## src/rtl/calc_pkg.sv

```systemverilog
// calc_pkg: shared types and constants for the signed divide controller.
//   state_t    : controller FSM state encoding
//   DEF_DW     : default operand / result width
//   calc_cnt_w : width of the iteration counter for a given operand width
//   CNT_W      : iteration counter width at the default operand width
package calc_pkg;

   typedef enum logic [1:0] {
      ST_IDLE = 2'd0,
      ST_DIV  = 2'd1,
      ST_FIX  = 2'd2
   } state_t;

   localparam int unsigned DEF_DW = 8;

   // Counter only needs to reach dw-1.
   function automatic int unsigned calc_cnt_w(input int unsigned dw);
      return (dw <= 2) ? 1 : $clog2(dw);
   endfunction

   localparam int unsigned CNT_W = calc_cnt_w(DEF_DW);

endpackage

```

## src/rtl/calc_rr_arb.sv

```systemverilog
// calc_rr_arb: two-way round-robin arbiter.
//   clk, rst_n : clock, synchronous active-low reset
//   req        : request vector, bit i from requester i
//   advance    : strobe marking that the current grant was taken
//   grant_c    : combinational one-hot grant (zero when no request)
module calc_rr_arb
(
   input  logic       clk,
   input  logic       rst_n,
   input  logic [1:0] req,
   input  logic       advance,
   output logic [1:0] grant_c
);

   // Requester favoured when both request together.
   logic ptr;

   always_comb begin
      grant_c = 2'b00;
      case (req)
         2'b01:   grant_c = 2'b01;
         2'b10:   grant_c = 2'b10;
         2'b11:   grant_c = ptr ? 2'b10 : 2'b01;
         default: grant_c = 2'b00;
      endcase
   end

   // After serving requester 0 favour 1, and vice versa.
   always_ff @(posedge clk) begin
      if (!rst_n) begin
         ptr <= 1'b0;
      end else if (advance && (grant_c != 2'b00)) begin
         ptr <= grant_c[0];
      end
   end

endmodule

```

## src/rtl/calc_div_ctrl.sv

```systemverilog
// calc_div_ctrl: shared signed divider serving two requesters.
//   clk, rst_n    : clock, synchronous active-low reset
//   req[1:0]      : requests, held until the matching gnt bit
//   a0/b0, a1/b1  : signed dividend / divisor of requester 0 / 1
//   gnt[1:0]      : one-cycle one-hot accept pulse
//   busy          : division in progress (state not IDLE)
//   done          : one-cycle result-valid pulse
//   done_id       : requester owning the result
//   q, r          : signed quotient / remainder
//   div0, ovf     : divide-by-zero / overflow flags
module calc_div_ctrl
   import calc_pkg::*;
#(
   parameter int unsigned DW = DEF_DW
)
(
   input  logic          clk,
   input  logic          rst_n,
   input  logic [1:0]    req,
   input  logic [DW-1:0] a0,
   input  logic [DW-1:0] b0,
   input  logic [DW-1:0] a1,
   input  logic [DW-1:0] b1,
   output logic [1:0]    gnt,
   output logic          busy,
   output logic          done,
   output logic          done_id,
   output logic [DW-1:0] q,
   output logic [DW-1:0] r,
   output logic          div0,
   output logic          ovf
);

   localparam int unsigned CW = calc_cnt_w(DW);
   localparam logic [DW-1:0] MAX_POS = {1'b0, {(DW-1){1'b1}}};

   state_t        state;
   logic [DW:0]   prem;      // partial remainder
   logic [DW-1:0] qacc;      // dividend shifts out, quotient bits shift in
   logic [DW-1:0] mag_b;
   logic          sign_a;
   logic          sign_b;
   logic          zero_b;
   logic          owner;
   logic [CW-1:0] cnt;

   logic [1:0]    win_c;
   logic          adv_c;
   logic [DW-1:0] sel_a_c;
   logic [DW-1:0] sel_b_c;
   logic [DW-1:0] mag_a_c;
   logic [DW-1:0] mag_b_c;
   logic [DW:0]   shifted_c;
   logic          take_c;
   logic          qneg_c;
   logic [DW-1:0] qfix_c;
   logic [DW-1:0] rfix_c;
   logic          ovf_c;

   assign adv_c = (state == ST_IDLE) && (req != 2'b00);

   calc_rr_arb u_arb (
      .clk     (clk),
      .rst_n   (rst_n),
      .req     (req),
      .advance (adv_c),
      .grant_c (win_c)
   );

   // Winner operands and magnitudes; -2^(DW-1) maps to unsigned 2^(DW-1).
   always_comb begin
      sel_a_c = win_c[1] ? a1 : a0;
      sel_b_c = win_c[1] ? b1 : b0;
      mag_a_c = sel_a_c[DW-1] ? DW'(-sel_a_c) : sel_a_c;
      mag_b_c = sel_b_c[DW-1] ? DW'(-sel_b_c) : sel_b_c;
   end

   // One restoring shift-subtract step.
   always_comb begin
      shifted_c = {prem[DW-1:0], qacc[DW-1]};
      take_c    = (shifted_c >= {1'b0, mag_b});
   end

   // Sign fix-up. With B==0 every step subtracts zero, so prem ends up
   // holding |A| and r = A falls out of the normal remainder path.
   always_comb begin
      qneg_c = (sign_a ^ sign_b) && (qacc != '0);
      qfix_c = qneg_c ? DW'(-qacc) : qacc;
      rfix_c = sign_a ? DW'(-prem[DW-1:0]) : prem[DW-1:0];
      // Only -2^(DW-1) / -1 yields a same-sign quotient with the MSB set.
      ovf_c  = !zero_b && (sign_a == sign_b) && qacc[DW-1];
   end

   // Controller FSM with registered outputs.
   always_ff @(posedge clk) begin
      if (!rst_n) begin
         state   <= ST_IDLE;
         gnt     <= 2'b00;
         busy    <= 1'b0;
         done    <= 1'b0;
         done_id <= 1'b0;
         q       <= '0;
         r       <= '0;
         div0    <= 1'b0;
         ovf     <= 1'b0;
         prem    <= '0;
         qacc    <= '0;
         mag_b   <= '0;
         sign_a  <= 1'b0;
         sign_b  <= 1'b0;
         zero_b  <= 1'b0;
         owner   <= 1'b0;
         cnt     <= '0;
      end else begin
         gnt  <= 2'b00;
         done <= 1'b0;
         case (state)
            ST_IDLE: begin
               if (req != 2'b00) begin
                  gnt    <= win_c;
                  owner  <= win_c[1];
                  sign_a <= sel_a_c[DW-1];
                  sign_b <= sel_b_c[DW-1];
                  zero_b <= (sel_b_c == '0);
                  qacc   <= mag_a_c;
                  mag_b  <= mag_b_c;
                  prem   <= '0;
                  cnt    <= '0;
                  busy   <= 1'b1;
                  state  <= ST_DIV;
               end
            end
            ST_DIV: begin
               prem <= take_c ? (shifted_c - {1'b0, mag_b}) : shifted_c;
               qacc <= {qacc[DW-2:0], take_c};
               cnt  <= cnt + CW'(1);
               if (cnt == CW'(DW-1)) begin
                  state <= ST_FIX;
               end
            end
            ST_FIX: begin
               if (zero_b) begin
                  q <= '0;
               end else if (ovf_c) begin
                  q <= MAX_POS;
               end else begin
                  q <= qfix_c;
               end
               r       <= rfix_c;
               div0    <= zero_b;
               ovf     <= ovf_c;
               done_id <= owner;
               done    <= 1'b1;
               busy    <= 1'b0;
               state   <= ST_IDLE;
            end
            default: begin
               busy  <= 1'b0;
               state <= ST_IDLE;
            end
         endcase
      end
   end

endmodule

```

## config.mk

```make
export PLATFORM = sky130hd
export DESIGN_NAME = calc_div_ctrl
export DESIGN_NICKNAME = d
export VERILOG_FILES = /design/src/rtl/calc_pkg.sv /design/src/rtl/calc_rr_arb.sv /design/src/rtl/calc_div_ctrl.sv
export SDC_FILE = /design/constraint.sdc
export NUM_CORES = 1
export LEC_CHECK = 0
export BUFFER_PORTS_ARGS = -buffer_cell sky130_fd_sc_hd__buf_2
export CORE_MARGIN = 5
export CORE_UTILIZATION = 25
export CTS_CLUSTER_SIZE = 30
export DETAILED_ROUTE_END_ITERATION = 6
export GPL_ROUTABILITY_DRIVEN = 0
export PLACE_DENSITY = 0.53
export SKIP_CTS_REPAIR_TIMING = 1
export SLEW_MARGIN = 20
export SYNTH_ARGS = -nofsm -noshare
export SYNTH_HDL_FRONTEND = slang
export SYNTH_HIERARCHICAL = 1
export SYNTH_SLANG_ARGS = --single-unit
```

## constraint.sdc

```tcl
create_clock -name clk -period 3.1 [get_ports clk]
set_clock_uncertainty 0.15 [all_clocks]
set_input_delay 0.31 -clock clk [delete_from_list [all_inputs] [get_ports clk]]
set_output_delay 0.31 -clock clk [all_outputs]
set_load 0.02 [all_outputs]
```

## After elaboration in Yosys (flattened, before gate mapping)

Index checks and enable logic that the tools add are counted.

- Bits in registers: 57
- Bits of input ports: 36
- Output and inout bits: 23
- Logic and storage cells: 76

- $add $sub $neg: 6
- Magnitude comparators: 1
- Equal/unequal tests: 9
- Mux-type cells: 23
- Bitwise operators: 2
- Reductions and logical operators: 17

Operators by type and width:

| cell | count |
|---|---|
| 8-bit 2-to-1 mux | 11 |
| 8-bit negator | 4 |
| 8-bit one-hot mux with 2 select lines | 2 |
| 9-bit by 8-bit greater-or-equal comparator with 1-bit output | 1 |
| 8-bit logical NOT | 1 |
| 2-bit AND reduction | 4 |
| 8-bit nonzero test | 1 |
| 8-bit subtractor | 1 |
| 2-bit == test, second input constant | 3 |
| 2-bit 2-to-1 mux | 3 |
| 2-bit one-hot mux with 3 select lines | 1 |
| 3-bit one-hot mux with 2 select lines | 1 |
| 2-bit nonzero test | 3 |
| 1-bit logical AND | 5 |
| 2-bit by 1-bit == test with 1-bit output, second input constant | 2 |
| 2-bit one-hot mux with 2 select lines | 1 |
| 3-bit by 1-bit adder with 3-bit output, second input constant | 1 |
| 3-bit == test, second input constant | 1 |
| 3-bit 2-to-1 mux | 1 |
| 3-bit AND reduction | 1 |
| 2-bit logical NOT | 1 |
| 1-bit 2-to-1 mux | 2 |
| 2-bit by 1-bit != test with 1-bit output, second input constant | 1 |
| 2-bit != test, second input constant | 1 |
| 5 further kinds | 5 |

## Depth between registers and ports, before layout

Gate-level depths: netlist of the first run.

- Depth in word-level cells: 7
- Gate-level depth with buffers: 11
- Mapped depth without buffers: 9

## Hierarchy

Netlist of the first run, hierarchy kept.

By module, submodules not included:

| module | instances | cells an instance | area each (µm²) |
|---|---|---|---|
| calc_div_ctrl | 1 | 405 | 3405.8 |
| calc_rr_arb | 1 | 7 | 61.3 |

## Least setup slack after synthesis of the first run

Ideal clock, no wire load.

- Path type: register to register
- Start point: register u_arb.ptr
- End point: register qacc[6]
- Setup time: 0.119 ns
- Data arrival time: 1.931 ns
- Setup slack: 0.901 ns
- Cell stages (with the launch flop): 12
- Buffers on the path: 3
- Period minus slack after synthesis: 2.199 ns
- Path through: dfxtp_1 > inv_1 > a21boi_0 > buf_4 > buf_4 > buf_6 > mux2i_1 > ha_1 > o21a_1 > a31oi_1 > xnor2_1 > o221a_1

- Longest elaborated chain between the ends: 7

Ends and longest elaborated chain:

| element | RTL line | text |
|---|---|---|
| start, declared | calc_rr_arb.sv:16 | `logic ptr;` |
| start signal, assigned | calc_rr_arb.sv:33 | `ptr <= grant_c[0];` |
| 2-bit 2-to-1 mux (*) | calc_rr_arb.sv:23 | `2'b11: grant_c = ptr ? 2'b10 : 2'b01;` |
| 2-bit one-hot mux with 3 select lines (*) | calc_rr_arb.sv:20 | `case (req)` |
| named net win_c[1] | calc_div_ctrl.sv:47 | `logic [1:0] win_c;` |
| 8-bit 2-to-1 mux (*) | calc_div_ctrl.sv:72 | `sel_a_c = win_c[1] ? a1 : a0;` |
| 8-bit negator | calc_div_ctrl.sv:74 | `mag_a_c = sel_a_c[DW-1] ? DW'(-sel_a_c) : sel_a_c;` |
| 8-bit 2-to-1 mux (*) | calc_div_ctrl.sv:74 |  |
| 8-bit 2-to-1 mux (*) | calc_div_ctrl.sv:119 | `if (req != 2'b00) begin` |
| 8-bit one-hot mux with 2 select lines (*) | calc_div_ctrl.sv:117 | `case (state)` |
| end signal, assigned | calc_div_ctrl.sv:125 | `qacc <= mag_a_c;` |
| end signal, assigned | calc_div_ctrl.sv:135 | `qacc <= {qacc[DW-2:0], take_c};` |
| end, declared | calc_div_ctrl.sv:39 | `logic [DW-1:0] qacc;` |

Mark *: on every way through the listed nets, which the timed path passes. The rest lies on a longest branch. The select of a mux whose other input is x is not followed.
A chain may end at the register's enable or synchronous reset.

## Worst setup path after layout of the first run

- Start point: register qacc[7]
- End point: register prem[6]

- Longest elaborated chain between the ends: 3
- Elaborated cells between the ends (all ways): 4
- Classes of those cells: add/sub (1); order compare (1); mux (2)

Ends and longest elaborated chain:

| element | RTL line | text |
|---|---|---|
| 8-bit subtractor or 9-bit by 8-bit greater-or-equal comparator with 1-bit output (tied branches) | calc_div_ctrl.sv:134, calc_div_ctrl.sv:81 |  |
| 8-bit 2-to-1 mux (*) | calc_div_ctrl.sv:134 | `prem <= take_c ? (shifted_c - {1'b0, mag_b}) : shifted_c;` |
| 8-bit one-hot mux with 2 select lines (*) | calc_div_ctrl.sv:117 |  |
| end signal, assigned | calc_div_ctrl.sv:134 |  |
| end, declared | calc_div_ctrl.sv:38 | `logic [DW:0] prem;` |

Mark *: on every way between the ends. The rest lies on a longest branch, timed or not.

==> run summary, run 1 <==
Worst path max stage delay: 0.42 ns
Post-Syn Instances: 412
Clk Latency, worst-skew pair: 0.33 ns
sequential-to-total area share from yosys stat: 32.9%
Via density: 4.83
PortBufs: 58
Syn Area/Cell: 8.42 um2
combinational share of power: 39.0%
Final Hold Violating Endpoints: 0
post-synthesis cell area: 3470 um2
Hold WC Path Type: in -> reg
worst slew pin tran: 0.656 ns
pre-CTS setup slack: 0.713 ns
register bit total from synthesis: 57
Final ANT Viol Nets: 0
initial drt markers: 171
grt total ovfl: 0
Post-Syn Nets: 463
Int Power: 0.00199 W
Layout area overhead: 21.4%
Flop pwr share: 30.4%
Post-synth ARST share: 0%
Clk pwr share: 30.6%
met2 wire length: 3800 um
CP most frequent cell: inv_1
Switching Fraction: 38.0%
Die X: 128 um
Die Height: 128 um
Synth warnings: 6
Inserted Diodes: 0
Initial Util: 25.3%
final WL: 9180 um
TritonCTS buffer count: 9
Leakage Power: 1.73 nW
Worst Path Buf+Inv: 2
Slowest-stage cell, CP: dfxtp_1
ratio of cells with drive above 1 in the final layout: 20.3%
WL met3: 588 um
Cell variety after synth: 71
Max-Cap Viols: 0
clk sinks: 57
fin. max-slew vios: 0
Critical Path Fanout Max: 9
worst-path cell chain: inv_1 > ha_1 > inv_1 > fa_1 > a211oi_1 > o21bai_1 > a21oi_1 > xnor2_1 > a21o_1
RSZ-0062 raised after global routing: false
CTS tree: built
final period utilization: 78.4%
P_sw: 0.00122 W
H-Tree Depth: 3
pin count of the biggest net entering global routing: 22
hpwl dp: 7090 um
Top Metal Used: met4
Primary FF master, synth: dfxtp_1
DIE AREA: 16300 um2
total global-route track usage: 11.4%
Slew HR: 56.2%
cell row count: 43
clock period minus worst slack: 2.43 ns
number of global-route vias before repair: 3028
Final nets: 514
CTS Buffer Depth: 2
Metal-1 WL: 4660 um
CP arrival: 2.50 ns
initial antenna violation count: 0
FMAX: 0.411 GHz
Reg clk slew, reported paths: 0.05 ns
CP required: 3.17 ns
root buf cell: clkbuf_16
cell family with most CP delay: compound AO/OA/AOI/OAI gates
Worst VDD drop: 0.337 mV
via count: 3129
DR pass1 iterations: 4
DR DRC count: 0
routed len/inst: 14.2 um
core area: 13700 um2
Final setup viols: 0
final worst slack: 0.669 ns
status: finished, final reports clean
critical path capture point type: register
Crit Path Class: reg -> reg
global-route wire length before repair: 15200 um
Ports: 59
crit start category: register
Post-synth EDFFs: 0
Setup TNS Final: 0 ns
pwr/cell area: 763 nW/um2
## power groups by stage
stage	registers (W)	clock network [W]	logic [W]
CTS	0.000973	0.00100	0.00125
floorplan	0.000924	0	0.00100
finish	0.000974	0.000983	0.00125
detailed placement	0.000987	0	0.00124
global route	0.000990	0.00103	0.00141
global placement	0.000983	0	0.00122
## state kept, by name (all words and copies together) (netlist names), 2 cells and up
register  flops
state         2
prem          8
r             8
mag_b         8
q             8
qacc          8
gnt           2
cnt           3
## cells by family after synthesis
group	synth area share, %
multiplexers	5.70
AO/OA/AOI/OAI	23.7
adder cells (fa/ha/maj)	5.63
buffers and inverters	6.24
AND/OR/NAND/NOR	20.3
XOR/XNOR	5.49
flip-flops	32.9
## layer usage
layer	vias up	GRT usage [%]
li1	1603	-
met1	1430	16.3
met2	87	16.6
met3	9	2.50
met4	0	4.31
met5	-	0
## synth_stat cells (6+ instances only)
cell type  number  share of area, %
dfxtp_1        57                33
nor2_1         44               4.8
nand2_1        31               3.4
a21oi_1        26               3.8
inv_1          20               2.2
nand3_1        18               2.6
o21ai_0        18               2.6
mux2i_1        15               4.3
ha_1           14               5.1
nor3_1         14               2.0
a211oi_1       12               2.6
xor2_1         12               3.0
clkbuf_1        8              0.87
buf_2           7               1.0
xnor2_1         6               1.5
## area by class of cell
cell class                      count  area [um2]
Fill cell                        1475        9510
Inverter                           20        75.1
Clock buffer                       11         243
Multi-Input combinational cell    311        2120
Clock inverter                      5        55.1
Tap cell                          180         225
Sequential cell                    57        1140
Timing Repair Buffer               64         348
## worst paths after layout
kind,startpoint,to,depth (start not counted),slack [ns]
min,req[1],u_arb/ptr,3,0.18
min reg2reg,mag_b[2],mag_b[2],2,0.30
max,qacc[7],prem[6],9,0.67
max reg2reg,qacc[7],prem[6],9,0.67
## per-stage QoR
stage / power [W] / hold slack, ns / util (%) / instance area, um2 / instances
4_1_cts: 0.00322 / 0.173 / 30.7 / 4210 / 648
6_report: 0.00321 / 0.178 / 30.7 / 4210 / 648
5_1_grt: 0.00343 / 0.202 / 30.7 / 4210 / 648
2_1_floorplan: 0.00193 / 0.282 / - / 3470 / 412
3_3_place_gp: 0.00220 / 0.293 / 28.5 / 3910 / 632
3_5_place_dp: 0.00223 / 0.301 / 28.5 / 3910 / 632
## cell usage in the layout (no fill, tap or decap), drive strengths merged, types with 3 or more instances in the layout
| cell | synthesis | routed |
|---|---|---|
| xnor2 | 7 | 7 |
| a211oi | 12 | 12 |
| nor2 | 44 | 44 |
| nand3 | 18 | 18 |
| nor3 | 15 | 15 |
| a21oi | 26 | 26 |
| o31ai | 4 | 4 |
| a31oi | 3 | 3 |
| o21ai | 21 | 21 |
| o21a | 3 | 3 |
| and2 | 3 | 3 |
| a22o | 3 | 3 |
| nor2b | 4 | 4 |
| or3 | 5 | 5 |
| dfxtp | 57 | 57 |
| mux2i | 17 | 17 |
| a21boi | 3 | 3 |
| a22oi | 5 | 5 |
| inv | 20 | 20 |
| buf | 15 | 64 |
| nand2b | 5 | 5 |
| a32o | 5 | 5 |
| a21o | 5 | 5 |
| nand2 | 31 | 31 |
| ha | 14 | 14 |
| nor3b | 5 | 5 |
| a32oi | 3 | 3 |
| and3 | 4 | 4 |
| xor2 | 13 | 13 |
| clkbuf | 9 | 11 |
## worst min-delay path, cell delays in order
cell	delay (ns)
buf_2	0.13
nand2_1	0.06
a31o_1	0.13
(Power assumes the default switching activity.)
==> run 2: changes to the inputs <==
Settings changed: PLACE_DENSITY 0.53 to 0.54.
Clock period 3.1 ns to 2 ns, I/O delays scaled along.
==> run summary, run 2 (synthesis gave the netlist of run 1 again) <==
Max-Cap Viols: 0
root buf cell: clkbuf_16
Via density: 4.81
Critical Path Fanout Max: 7
DR DRC count: 0
CTS tree: built
CP required: 2.06 ns
Final setup viols: 1
violated checks: setup timing
Min-Delay Path Depth: 2
Slew HR: 69.4%
hpwl dp: 7550 um
R2R Setup Slk: -0.03 ns
Core Util, Final: 36.3%
critical path capture point type: register
Final nets: 570
initial antenna violation count: 0
Fillers: 1418
routed len/inst: 13.8 um
Crit Path Class: reg -> reg
pin count of the biggest net entering global routing: 17
Clk Latency, worst-skew pair: 0.32 ns
Layout area overhead: 43.8%
Die X: 128 um
crit start category: register
reg2reg end: qacc[6]
core area: 13700 um2
r2r worst-path depth: 9
Die Height: 128 um
Hold WC Path Type: in -> reg
cell row count: 43
Reg clk slew, reported paths: 0.05 ns
DIE AREA: 16300 um2
FMAX: 0.493 GHz
number of global-route vias before repair: 3339
ratio of cells with drive above 1 in the final layout: 37.4%
worst slew pin tran: 0.458 ns
via count: 3385
global-route wire length before repair: 16200 um
DR pass1 iterations: 4
pre-CTS setup slack: -0.0767 ns
Final Hold Violating Endpoints: 0
RSZ-0062 raised after global routing: true
RR Startpoint: u_arb/ptr
status: finished with violations
fin. max-slew vios: 0
TritonCTS buffer count: 9
total design power: 0.00602 W
pwr/cell area: 1210 nW/um2
initial drt markers: 179
PortBufs: 58
Ports: 59
clk sinks: 57
min-delay src: rst_n
final WL: 9710 um
CTS Buffer Depth: 2
Final ANT Viol Nets: 0
final period utilization: 101%
most frequent cells in the layout: 58 x buf_2, 55 x buf_4, 52 x dfxtp_1, 43 x nor2_1, 31 x nand2_1
final worst slack: -0.0289 ns
clock period minus worst slack: 2.03 ns
hold endpoint: mag_b[5]
CP arrival: 2.09 ns
total global-route track usage: 12.0%
most common cell after layout, fill and taps aside: buf_2
H-Tree Depth: 3
Initial Util: 25.3%
Inserted Diodes: 0
Leakage Power: 2.08 nW
grt total ovfl: 0
Worst VDD drop: 0.568 mV
[run 2: cell count changes in the layout (fill, tap and decap cells not counted), sizes merged]
cell / change
buf: +56
bufinv: +1
clkbuf: -2
inv: +1
[run 2: through the flow]
stage	TNS [ns]	cells	cell area [um2]	hold slack [ns]
floorplan	-0.307	412	3500	0.191
global placement	-0.0627	682	4330	0.297
detailed placement	-0.243	682	4330	0.295
CTS	-0.373	698	4650	0.0498
global route	-0.654	704	4980	0.0686
finish	-0.0289	704	4980	0.0622
[run 2: worst max-delay path, stage by stage (launching register included)]
cell and delay, ns:
dfxtp_2 0.34, inv_2 0.05, a21boi_4 0.19, buf_12 0.15, mux2i_4 0.27, ha_4 0.17, o21a_1 0.16, a31oi_2 0.10
xnor2_1 0.15, o221a_1 0.20
[run 2: worst max path at each step]
stage               cells after the start  startpoint      end
finish                                  9   u_arb/ptr  qacc[6]
floorplan                              11   u_arb/ptr  qacc[1]
global route                            9   u_arb/ptr  qacc[6]
CTS                                     9   u_arb/ptr  qacc[6]
global placement                        9   u_arb/ptr  qacc[1]
detailed placement                      9   u_arb/ptr  qacc[6]
[run 2: cell type report]
class,instances,area [um2],share of cell area [%]
Clock inverter,7,93.8,1.88
Timing Repair Buffer,120,803,16.1
Clock buffer,9,225,4.52
Tap cell,180,225,4.52
Sequential cell,57,1150,23.0
Inverter,20,77.6,1.56
Multi-Input combinational cell,311,2410,48.4
[run 2: routing by layer]
metal	routed length, um	GRT usage, %	part of all wire (%)	vias up
met4	132	3.31	1.4	0
met5	0	0	0	-
met3	464	2.79	4.8	10
met2	4340	18.9	45	72
met1	4770	16.4	49	1583
li1	-	-	-	1720
[run 2: power by group]
part / internal [W] / switching [W] / total (W) / leakage [nW]
Combinational: 0.00152 / 0.00146 / 0.00297 / 1.46
Sequential: 0.00127 / 0.000152 / 0.00142 / 0.466
Clock: 0.00109 / 0.000533 / 0.00162 / 0.152
Total: 0.00388 / 0.00214 / 0.00602 / 2.08
